### src/rtl/dk_sprite_addr_gen_if.sv
// rtl/dk_sprite_addr_gen_if.sv - scan/position/pose bundle between the VGA timing side and the sprite address stage
interface dk_sprite_addr_gen_if;
  logic       pixel_en;
  logic [9:0] hcount;
  logic [9:0] vcount;
  logic       frame_start;
  logic [9:0] pos_x;
  logic [9:0] pos_y;
  logic       face_left;
  logic       anim_hold;
  logic       blink;
  logic [9:0] horz;
  logic [9:0] vert;
  logic       in_sprite;
  logic [1:0] anim_frame;

  modport master (
    output pixel_en, hcount, vcount, frame_start,
    output pos_x, pos_y, face_left, anim_hold, blink,
    input  horz, vert, in_sprite, anim_frame
  );

  modport slave (
    input  pixel_en, hcount, vcount, frame_start,
    input  pos_x, pos_y, face_left, anim_hold, blink,
    output horz, vert, in_sprite, anim_frame
  );
endinterface

### src/rtl/dk_sprite_addr_gen.sv
// rtl/dk_sprite_addr_gen.sv - sprite ROM row/column address, window flag and pose index generator
// Optional blinking is built only when DK_SPRITE_BLINK_EN is defined.
module dk_sprite_addr_gen #(
  parameter int SPR_W        = 64,
  parameter int SPR_H        = 32,
  parameter int ANIM_PERIOD  = 8,
  parameter int NUM_FRAMES   = 2,
  parameter int BLINK_PERIOD = 16
) (
  input logic clk,
  input logic reset,
  dk_sprite_addr_gen_if.slave bus
);

  localparam int ACW = (ANIM_PERIOD > 1) ? $clog2(ANIM_PERIOD) : 1;
  localparam logic [10:0]    SPR_W11   = 11'(SPR_W);
  localparam logic [10:0]    SPR_H11   = 11'(SPR_H);
  localparam logic [9:0]     SPR_W_M1  = 10'(SPR_W - 1);
  localparam logic [ACW-1:0] ANIM_LAST = ACW'(ANIM_PERIOD - 1);
  localparam logic [1:0]     POSE_LAST = 2'(NUM_FRAMES - 1);

  logic [9:0]     x_q;
  logic [9:0]     y_q;
  logic           face_q;
  logic [9:0]     horz_q;
  logic [9:0]     vert_q;
  logic           in_sprite_q;
  logic [ACW-1:0] anim_cnt;
  logic [1:0]     anim_frame_q;

  logic [10:0] h11;
  logic [10:0] v11;
  logic [10:0] x11;
  logic [10:0] y11;
  logic        in_window;
  logic        hide;
  logic        show;
  logic [9:0]  dx;
  logic [9:0]  dy;
  logic [9:0]  horz_n;

  // Shadow position/facing: the scan always sees the values captured at the last frame_start.
  always_ff @(posedge clk) begin
    if (reset) begin
      x_q    <= '0;
      y_q    <= '0;
      face_q <= 1'b0;
    end else if (bus.frame_start) begin
      x_q    <= bus.pos_x;
      y_q    <= bus.pos_y;
      face_q <= bus.face_left;
    end
  end

`ifdef DK_SPRITE_BLINK_EN
  localparam int BCW = $clog2(2 * BLINK_PERIOD);
  localparam logic [BCW-1:0] BLINK_LAST = BCW'(2 * BLINK_PERIOD - 1);
  localparam logic [BCW-1:0] BLINK_HALF = BCW'(BLINK_PERIOD);

  logic [BCW-1:0] blink_cnt;

  always_ff @(posedge clk) begin
    if (reset || !bus.blink) begin
      blink_cnt <= '0;
    end else if (bus.frame_start) begin
      blink_cnt <= (blink_cnt == BLINK_LAST) ? '0 : blink_cnt + 1'b1;
    end
  end

  assign hide = bus.blink && (blink_cnt >= BLINK_HALF);
`else
  logic unused_blink;
  assign unused_blink = bus.blink;
  assign hide = 1'b0;
`endif

  // 11-bit compare so x+SPR_W past column 799 clips instead of wrapping.
  always_comb begin
    h11       = {1'b0, bus.hcount};
    v11       = {1'b0, bus.vcount};
    x11       = {1'b0, x_q};
    y11       = {1'b0, y_q};
    in_window = (h11 >= x11) && (h11 < x11 + SPR_W11) &&
                (v11 >= y11) && (v11 < y11 + SPR_H11);
    show      = in_window && !hide;
    dx        = bus.hcount - x_q;
    dy        = bus.vcount - y_q;
    horz_n    = face_q ? (SPR_W_M1 - dx) : dx;
  end

  // Addresses are forced to 0 outside the window so the ROM never sees an out-of-range index.
  always_ff @(posedge clk) begin
    if (reset) begin
      horz_q      <= '0;
      vert_q      <= '0;
      in_sprite_q <= 1'b0;
    end else if (bus.pixel_en) begin
      horz_q      <= show ? horz_n : '0;
      vert_q      <= show ? dy : '0;
      in_sprite_q <= show;
    end
  end

  always_ff @(posedge clk) begin
    if (reset) begin
      anim_cnt     <= '0;
      anim_frame_q <= '0;
    end else if (bus.frame_start && !bus.anim_hold) begin
      if (anim_cnt == ANIM_LAST) begin
        anim_cnt     <= '0;
        anim_frame_q <= (anim_frame_q == POSE_LAST) ? 2'd0 : anim_frame_q + 2'd1;
      end else begin
        anim_cnt <= anim_cnt + 1'b1;
      end
    end
  end

  assign bus.horz       = horz_q;
  assign bus.vert       = vert_q;
  assign bus.in_sprite  = in_sprite_q;
  assign bus.anim_frame = anim_frame_q;

endmodule

### src/flat_wrapper.sv
// flat-port wrapper written by rule: the top's interface ports become plain ports
module dk_sprite_addr_gen_flat 
#(
  parameter int SPR_W        = 64,
  parameter int SPR_H        = 32,
  parameter int ANIM_PERIOD  = 8,
  parameter int NUM_FRAMES   = 2,
  parameter int BLINK_PERIOD = 16
)
  (clk, reset, bus_pixel_en, bus_hcount, bus_vcount, bus_frame_start, bus_pos_x, bus_pos_y, bus_face_left, bus_anim_hold, bus_blink, bus_horz, bus_vert, bus_in_sprite, bus_anim_frame);
  dk_sprite_addr_gen_if bus_i ();
  input logic clk;
  input logic reset;
  input wire logic [$bits(bus_i.pixel_en)-1:0] bus_pixel_en;
  input wire logic [$bits(bus_i.hcount)-1:0] bus_hcount;
  input wire logic [$bits(bus_i.vcount)-1:0] bus_vcount;
  input wire logic [$bits(bus_i.frame_start)-1:0] bus_frame_start;
  input wire logic [$bits(bus_i.pos_x)-1:0] bus_pos_x;
  input wire logic [$bits(bus_i.pos_y)-1:0] bus_pos_y;
  input wire logic [$bits(bus_i.face_left)-1:0] bus_face_left;
  input wire logic [$bits(bus_i.anim_hold)-1:0] bus_anim_hold;
  input wire logic [$bits(bus_i.blink)-1:0] bus_blink;
  output wire logic [$bits(bus_i.horz)-1:0] bus_horz;
  output wire logic [$bits(bus_i.vert)-1:0] bus_vert;
  output wire logic [$bits(bus_i.in_sprite)-1:0] bus_in_sprite;
  output wire logic [$bits(bus_i.anim_frame)-1:0] bus_anim_frame;
  assign bus_i.pixel_en = bus_pixel_en;
  assign bus_i.hcount = bus_hcount;
  assign bus_i.vcount = bus_vcount;
  assign bus_i.frame_start = bus_frame_start;
  assign bus_i.pos_x = bus_pos_x;
  assign bus_i.pos_y = bus_pos_y;
  assign bus_i.face_left = bus_face_left;
  assign bus_i.anim_hold = bus_anim_hold;
  assign bus_i.blink = bus_blink;
  assign bus_horz = bus_i.horz;
  assign bus_vert = bus_i.vert;
  assign bus_in_sprite = bus_i.in_sprite;
  assign bus_anim_frame = bus_i.anim_frame;
  dk_sprite_addr_gen #(.SPR_W(SPR_W), .SPR_H(SPR_H), .ANIM_PERIOD(ANIM_PERIOD), .NUM_FRAMES(NUM_FRAMES), .BLINK_PERIOD(BLINK_PERIOD)) u_core (.clk(clk), .reset(reset), .bus(bus_i));
endmodule
### config.mk
export PLATFORM = sky130hd
export DESIGN_NAME = dk_sprite_addr_gen_flat
export DESIGN_NICKNAME = d
export VERILOG_FILES = /design/src/rtl/dk_sprite_addr_gen_if.sv /design/src/rtl/dk_sprite_addr_gen.sv /design/src/flat_wrapper.sv
export SDC_FILE = /design/constraint.sdc
export NUM_CORES = 1
export LEC_CHECK = 0
export ABC_AREA = 1
export CORE_ASPECT_RATIO = 0.5
export CORE_MARGIN = 4
export CORE_UTILIZATION = 46
export CTS_CLUSTER_SIZE = 16
export DETAILED_ROUTE_END_ITERATION = 7
export PLACE_DENSITY = 0.77
export SLEW_MARGIN = 20
export SYNTH_ARGS = -nofsm -noshare
export SYNTH_HDL_FRONTEND = slang
export SYNTH_SLANG_ARGS = --single-unit
### constraint.sdc
create_clock -name clk -period 2.3 [get_ports clk]
set_input_delay 0.46 -clock clk [delete_from_list [all_inputs] [get_ports clk]]
set_output_delay 0.46 -clock clk [all_outputs]
set_load 0.005 [all_outputs]
==> summary by stage, run 1 <==
Synth
The post-synthesis mux area share is 0. In this run, synthesis inferred 0 flip-flops with an integrated enable. Counting every net in the synthesized netlist gives 557. The commonest cells after synthesis are 123 x sky130_fd_sc_hd__nand2_1, 67 x sky130_fd_sc_hd__inv_1, 52 x sky130_fd_sc_hd__a21oi_1. The most frequently used flop master after synthesis is sky130_fd_sc_hd__dfxtp_1. Of the total synthesized cell area, the portion taken by XOR and XNOR cells is 0.0569. The dominant combinational cell family by area after synthesis is simple AND/OR/NAND/NOR gates. The post-synthesis area per instance is 6.82 sq um. Of the post-synthesis cell area, the dominant cell type holds 0.291. In the synthesized netlist the async set-or-reset flop fraction comes to 0. The adder-cell share of the synthesized area is 0.144. By instance count, the leading cell after synthesis is sky130_fd_sc_hd__nand2_1. After synthesis the netlist holds a flip-flop and latch count of 47. The netlist area before placement is 3230 sq um.

The share of the Yosys chip area taken by registers is 0.291. The fraction of the mapped netlist area in compound gates came to 0.150. The area fraction in and, or, nand and nor cells after synthesis is 0.259.

The synthesized instance count is 474. Sorting the synthesized cells by area gives the leading types as sky130_fd_sc_hd__dfxtp_1 29%, sky130_fd_sc_hd__nand2_1 14%, sky130_fd_sc_hd__ha_1 13%. The largest area contributor in the synthesized netlist is sky130_fd_sc_hd__dfxtp_1. In this run, distinct cell masters in the synthesized netlist total 28.

Yosys printed 0 warnings.

Place
The number of I/O port buffers is 68. The HPWL after detailed placement is 6550 um. The post-placement cell count is 672. The placed standard-cell area is 4360 sq um. The last weighted congestion value of the routability-driven placer is 0.912. At the placement stage, the worst setup path has a slack of -0.361 ns.

Layout
Of the cells placed in the final design, the portion with a size suffix greater than 1 is 0.172. Once layout is done, the placed cells without fillers occupy 4750 sq um. The number of nets in the layout is 674. The final cell count without fillers is 684. The antenna diode instance count is 0.

Compared with the post-synthesis result, the final layout area differs by 46.8%. The layout has 554 filler cells.

Route
The number of DRC violations after detailed routing is 0. The average routed wire per standard cell is 13.2 um. The detailed-route via count is 3,379. The starting DRC count in detailed routing is 241. Wire segments on met3 add up to 304 um in the final route. The uppermost layer routed is met4. The wire length reported by the detailed router is 9010 um.

Once detail routing completed, the nets flagged for antenna violations numbered 0. The met1 routed wirelength after detailed routing is 4270 um. Dividing the detail-routed via count by the number of cells gives 4.94. The count of TritonRoute iterations in the first routing pass is 4. The amount of wire on met2 after detailed routing is 4290 um.

Power and ir drop
The worst-case IR drop observed on VDD is 0.310 mV. The power density over the cells is 537 nW/um^2. The static leakage is 2.13 nW.

Hold path
The number of stages on the worst hold path is 2. The startpoint identified for the worst hold timing path is u_core.bus.anim_frame[1]. The classification of the worst-slack hold path is reg2reg.

The worst hold path terminates at u_core.bus.anim_frame[1].

Die
Row generation in the floorplan step produced 21 rows. The die is 127 um wide. The I/O pin total is 70. The floorplan core area is 6750 sq um.

The die area is 8520 sq um. The die height is 67.3 um. The starting density of the core is 0.479.

GRT
After global routing the overflow that remains totals 0. The first global-routing pass estimated 13,500 um of wire. The via count of the first global-routing pass is 3,045. The initial antenna violation count came to 0. The global-route usage over all layers is 0.197. Entering global routing, the biggest net connects 41 pins.

Critical path
The worst register-to-register path begins at u_core.x_q[6]. The flop-to-flop setup slack is 0.10 ns. The depth of the worst register-to-register path is 12.

The endpoint identified for the worst register-to-register timing path is u_core.bus.horz[1]. The critical path is of the in2reg type. The kind of end point of the critical path is a flop. The critical path arrival is 2.46 ns.

STA classifies the critical path startpoint as an input pin. At the worst endpoint, the required time is 2.52 ns. The maximum fanout along the worst path is 6.

Timing
After layout, the minimum clock period comes to 2.24 ns. The actual transition at the worst max-transition pin is 0.641 ns. Setup violations remaining at the end of the flow were counted as 0.

The final cycle utilization of the critical path is 0.975. For the final database, setup skew stands at 0.00687 ns. The max-slew headroom at the worst pin is 0.572.

Setup slack on the critical path of the routed design comes to 0.0571 ns. The total negative setup slack is 0 ns. On the final layout, the worst hold slack is 0.437 ns. The fmax is 0.446 GHz.

The count of final hold-check violations is 0. The number of pins exceeding their max-slew limit in the final report is 0.

Clock tree
TritonCTS built the clock tree. The clock root buffer is sky130_fd_sc_hd__clkbuf_16. The source-to-sink clock delay at the later pin of the worst-skew pair is 0.29 ns.

Counting every sink on the clock net gives 47. The buffer levels on the longest clock path is 2. The TritonCTS buffer count is 5.

The clock-pin slew on the worst setup and hold paths is 0.07 ns. The clock tree synthesis step divided the H-tree into 2 levels. The quantity of hold-fixing buffers added after cts is 0.

Run status
The flow ran to the end, and the final reports show no timing, DRC or antenna violations.

Flow run
Across the run, the number of max-cap violations was 0.
worst max path at each step:
stage             startpoint                  to  cells past startpoint
3_3_place_gp   bus_hcount[0]  u_core.bus.horz[7]                     16
5_1_grt        bus_hcount[8]  u_core.bus.vert[9]                     11
6_report       bus_hcount[8]  u_core.bus.horz[1]                     11
4_1_cts        bus_hcount[6]  u_core.bus.horz[8]                     13
2_1_floorplan  bus_hcount[0]  u_core.bus.horz[8]                     15
3_5_place_dp   bus_hcount[0]  u_core.bus.horz[8]                     16
routing by layer:
metal,global-route usage,vias up
met5,0,-
met4,0.0481,0
met3,0.0490,14
met2,0.355,57
met1,0.242,1542
li1,-,1766
logic make-up after synthesis:
kind of cell    after synthesis
simple gates                198
flops                        47
fa+ha+maj                    36
compound gates               91
buf+inv                      81
xor+xnor                     21
worst max-delay path: stages:
cell and delay, ns:
sky130_fd_sc_hd__clkdlybuf4s50_1 0.45, sky130_fd_sc_hd__ha_1 0.34, sky130_fd_sc_hd__nand2_1 0.10, sky130_fd_sc_hd__nor2_1 0.18, sky130_fd_sc_hd__nand3_1 0.11, sky130_fd_sc_hd__nand4_1 0.11, sky130_fd_sc_hd__nand3_2 0.11, sky130_fd_sc_hd__nor2_4 0.23
sky130_fd_sc_hd__buf_12 0.16, sky130_fd_sc_hd__nand2_1 0.05, sky130_fd_sc_hd__a21oi_1 0.16
through the flow:
stage,power [mW],util
2_1_floorplan,1.34,-
3_3_place_gp,1.67,0.646
3_5_place_dp,1.69,0.646
4_1_cts,2.48,0.670
5_1_grt,2.71,0.703
6_report,2.55,0.703
report_power, final:
part,total (mW),switching (mW),internal (mW)
clock,0.786,0.322,0.464
combinational,0.886,0.443,0.443
sequential,0.880,0.0280,0.852
state kept, by name, summed over array words and instances (netlist names):
name                   cells
u_core.face_q              1
u_core.bus.horz           10
u_core.bus.in_sprite       1
u_core.x_q                10
u_core.bus.anim_frame      2
u_core.bus.vert           10
u_core.y_q                10
u_core.anim_cnt            3
final cells by class:
cell class | instances | area [sq um] | area share
multi-input cells | 346 | 2120 | 0.447
repair buffers | 124 | 1160 | 0.243
flip-flops and latches | 47 | 947 | 0.199
inverters | 67 | 251 | 0.0530
clock buffers | 8 | 156 | 0.0329
well taps | 92 | 115 | 0.0242
cell usage in the layout (no fill, tap or decap), types with 2 or more instances in the layout:
cell type / instances
sky130_fd_sc_hd__nand3_2: 7
sky130_fd_sc_hd__ha_1: 25
sky130_fd_sc_hd__dlymetal6s2s_1: 3
sky130_fd_sc_hd__clkbuf_16: 7
sky130_fd_sc_hd__nor2_4: 2
sky130_fd_sc_hd__nand3b_1: 3
sky130_fd_sc_hd__xor2_1: 14
sky130_fd_sc_hd__xnor2_1: 6
sky130_fd_sc_hd__a21oi_2: 5
sky130_fd_sc_hd__ha_4: 6
sky130_fd_sc_hd__dfxtp_1: 44
sky130_fd_sc_hd__ha_2: 3
sky130_fd_sc_hd__a21oi_1: 51
sky130_fd_sc_hd__dfxtp_2: 2
sky130_fd_sc_hd__nand4_1: 6
sky130_fd_sc_hd__nand2_1: 116
sky130_fd_sc_hd__nand3_1: 24
sky130_fd_sc_hd__nor2_1: 29
sky130_fd_sc_hd__o21ai_0: 29
sky130_fd_sc_hd__nor2_2: 2
sky130_fd_sc_hd__buf_4: 53
sky130_fd_sc_hd__inv_1: 66
sky130_fd_sc_hd__clkdlybuf4s50_1: 65
sky130_fd_sc_hd__clkbuf_8: 2
sky130_fd_sc_hd__nand2_2: 7
timing repair:
action                     CTS  global route
gates resized for setup      1            38
buffers inserted             0             2
setup endpoints to repair    2            21
pin swaps                    1            14
cloned                       0             2
(Power assumes the default switching activity.)
==> run 2: changes to the inputs <==
Settings changed: MAX_ROUTING_LAYER from default to met4.
==> run 2 against run 1 <==
Sequential power about the same. Count of clock-buffer cells in the layout decreased by 1. Flip-flop and latch count unchanged. Hold slack improved by 0.026 ns. Design area increased by 2.8%. Combinational power increased by 2.9%. Routed wire length decreased by 0.63%. Critical path depth increased by 3. Via count about the same. Clock power decreased by 0.6%. Die area unchanged. Sequential share of layout area decreased by 0.41 points. Largest power group unchanged. Highest routed layer unchanged.
==> summary by stage, run 2 (synthesis results as in run 1) <==
Power and ir drop
The power density over the cells is 527 nW/um^2 (-1.9%). The internal power consumption came to 1.77 mW (+0.65%). The relative contribution of combinational cells to total power is 0.355 (+0.008). The power spent charging and discharging nets is 0.803 mW (+1.1%). The sequential share of power is 0.342 (-0.003). The net switching share of the total power is 0.312 (+0.00107). The largest voltage drop on the vdd net is 0.302 mV (-2.6%). The part of the power in the clock network was 0.303 (-0.005). The static leakage is 2.15 nW (+1.3%).

GRT
The global-route usage over all layers is 0.196 (-0.00121). The via count of the first global-routing pass is 2,996 (-1.6%). The wire length of the first global-routing pass is 13,300 um (-1.8%). The largest net degree at the start of global routing is 41 (unchanged).

The leftover overflow at the end of global routing is 0 (unchanged). The initial antenna violation count came to 0 (unchanged).

Clock tree
The source-to-sink clock delay at the later pin of the worst-skew pair is 0.29 ns (about the same). The buffer levels on the longest clock path is 2 (unchanged). The clock-pin slew on the worst setup and hold paths was 0.07 ns (about the same). The CTS tree is done.

The level count of the clock H-tree was 2 (unchanged). The TritonCTS buffer count was 5 (unchanged). The tree is rooted in a sky130_fd_sc_hd__clkbuf_16. The clock sink count came to 47 (unchanged).

Route
The detailed-route via count is 3,382 (+0.089%). The count of antenna-violating nets left after detailed routing is 0 (unchanged). The wire length reported by the detailed router is 8950 um (-0.63%). The number of DRC violations after detailed routing was 0 (unchanged). The average routed wire per standard cell came to 13.0 um (-0.92%). The per-cell via count in the routed design is 4.93 (-0.20%). The count of TritonRoute iterations in the first routing pass is 4 (unchanged). The starting DRC count in detailed routing is 160 (-34%).

Layout
The signed area change from the synthesized netlist to the final layout is 50.9%. The share of layout cells above drive strength 1 is 0.215 (+0.0432). The fill cell total of the finished layout was 539 (-2.7%).

The final cell utilization of the core is 0.723 (+0.0196). Leaving out fill and tap cells, the most frequent cell in the layout is sky130_fd_sc_hd__nand2_1. The library cells used most frequently in the layout, excluding fill and tap cells, are 112 x sky130_fd_sc_hd__nand2_1, 63 x sky130_fd_sc_hd__inv_1, 63 x sky130_fd_sc_hd__clkdlybuf4s50_1. The antenna diode instance count is 0 (unchanged). The number of nets in the layout came to 676 (+0.30%).

Hold path
The path class of the tightest hold or removal check is reg2reg. The number of stages on the worst hold path was 2 (unchanged). The path with the worst hold slack has its endpoint at u_core.y_q[4].

The startpoint identified for the worst hold timing path is u_core.y_q[4].

Place
The number of I/O port buffers is 68 (unchanged). The detailed placement HPWL is 6440 um (-1.6%). The last weighted congestion value of the routability-driven placer is 0.870 (-4.6%).

Timing
The final hold slack is 0.463 ns (+0.0257 ns). The final cycle utilization of the critical path is 0.973 (-0.00233). The number of pins exceeding their max-slew limit in the final report came to 0 (unchanged). The actual transition at the worst max-transition pin is 0.652 ns (+0.0112 ns). The final period demand of the worst path was 2.24 ns (-0.00536 ns).

The total of endpoints with negative setup slack in the final report is 0 (unchanged). The max-slew headroom at the worst pin is 0.565 (-0.00750). The count of final hold-check violations is 0 (unchanged). The clock skew after layout is 0.00917 ns (+0.00230 ns). The fmax is 0.447 GHz (+0.24%).

Critical path
The endpoint identified for the worst register-to-register timing path is u_core.bus.vert[2]. The critical path arrival was 2.46 ns (about the same). The maximum fanout along the worst path is 5 (-1). The depth of the worst register-to-register path came to 12 (unchanged). The worst register-to-register path begins at u_core.x_q[6].

The critical path is of the in2reg type. The flop-to-flop setup slack is 0.06 ns (-0.04 ns). The category of the worst setup path launch point is an input pin.

The endpoint required time on the critical path was 2.52 ns (about the same). STA classifies the critical path endpoint as a flop.

Die
The number of standard-cell rows in the floorplan is 21 (unchanged). The die height is 67.3 um (unchanged). The floorplan core area is 6750 sq um (unchanged). The starting density of the core is 0.479 (unchanged).

The width of the chip is 127 um (unchanged). The I/O pin total was 70 (unchanged). The die area was 8520 sq um (unchanged).

Flow run
The number of max-cap violations is 0 (unchanged).

Run status
The run finished with clean final reports.
[run 2: worst max path at each step]
stage                               endpoint  depth (start not counted)     startpoint  slack [ns]
after global placement    u_core.bus.horz[7]                         16  bus_hcount[0]       -0.25
after detailed placement  u_core.bus.horz[7]                         16  bus_hcount[0]       -0.31
after global routing      u_core.bus.vert[1]                         11  bus_hcount[5]       -0.03
after floorplan           u_core.bus.horz[8]                         15  bus_hcount[0]        0.15
final                     u_core.bus.vert[2]                         14  bus_hcount[5]        0.06
after CTS                 u_core.bus.horz[8]                         16  bus_hcount[0]        0.02
[run 2: worst max-delay path, stage by stage]
cell                              delay [ns]
sky130_fd_sc_hd__clkdlybuf4s50_1        0.51
sky130_fd_sc_hd__ha_4                   0.23
sky130_fd_sc_hd__inv_1                  0.05
sky130_fd_sc_hd__nor2_1                 0.04
sky130_fd_sc_hd__nand2_1                0.06
sky130_fd_sc_hd__o21ai_0                0.07
sky130_fd_sc_hd__nor2_1                 0.10
sky130_fd_sc_hd__nand2_1                0.09
sky130_fd_sc_hd__nand2_1                0.08
sky130_fd_sc_hd__nand3_2                0.11
sky130_fd_sc_hd__nor2_4                 0.25
sky130_fd_sc_hd__clkbuf_16              0.20
sky130_fd_sc_hd__nand2_2                0.04
sky130_fd_sc_hd__a21oi_1                0.13
[run 2: what timing repair did]
item	CTS	global route
pin swaps	1	22
resized for setup	2	66
cloned	0	3
endpoints found under the setup margin	2	21
hold buffers	0	0
buffers inserted	0	2
[run 2: final cells by class]
cell class / count / area (sq um) / area share
Clock buffer: 7 / 153 / 0.0313
Clock inverter: 1 / 7.51 / 0.00154
Inverter: 67 / 251 / 0.0515
Multi-Input combinational cell: 346 / 2220 / 0.455
Sequential cell: 47 / 953 / 0.195
Tap cell: 92 / 115 / 0.0236
Timing Repair Buffer: 126 / 1180 / 0.242
[run 2: power groups by stage]
stage	registers, mW	clock network [mW]	logic [mW]
floorplan	0.889	0	0.456
global placement	0.894	0	0.782
detailed placement	0.896	0	0.792
CTS	0.877	0.794	0.802
global route	0.884	0.834	1.02
finish	0.880	0.781	0.912
[run 2: metal layers]
metal | GRT usage | share of wire | routed length [um] | vias up
li1 | - | - | - | 1771
met1 | 0.245 | 0.48 | 4270 | 1559
met2 | 0.341 | 0.48 | 4340 | 45
met3 | 0.0332 | 0.031 | 276 | 7
met4 | 0.0401 | 0.0077 | 69 | 0
met5 | - | 0 | 0 | -
[run 2: metrics by stage]
step | cells | instance area (sq um) | total power [mW] | worst slack, ns | TNS [ns]
floorplan | 474 | 3230 | 1.34 | 0.151 | 0
global placement | 673 | 4370 | 1.68 | -0.245 | -2.66
detailed placement | 673 | 4370 | 1.69 | -0.310 | -3.72
CTS | 681 | 4540 | 2.47 | 0.0238 | 0
global route | 686 | 4880 | 2.73 | -0.0292 | -0.267
finish | 686 | 4880 | 2.57 | 0.0625 | 0
==> run 3: changes to the inputs <==
Settings changed: GPL_ROUTABILITY_DRIVEN from default to 1.
==> results of run 3 <==
Final layout, timing and power as in run 2 (identical DEF).
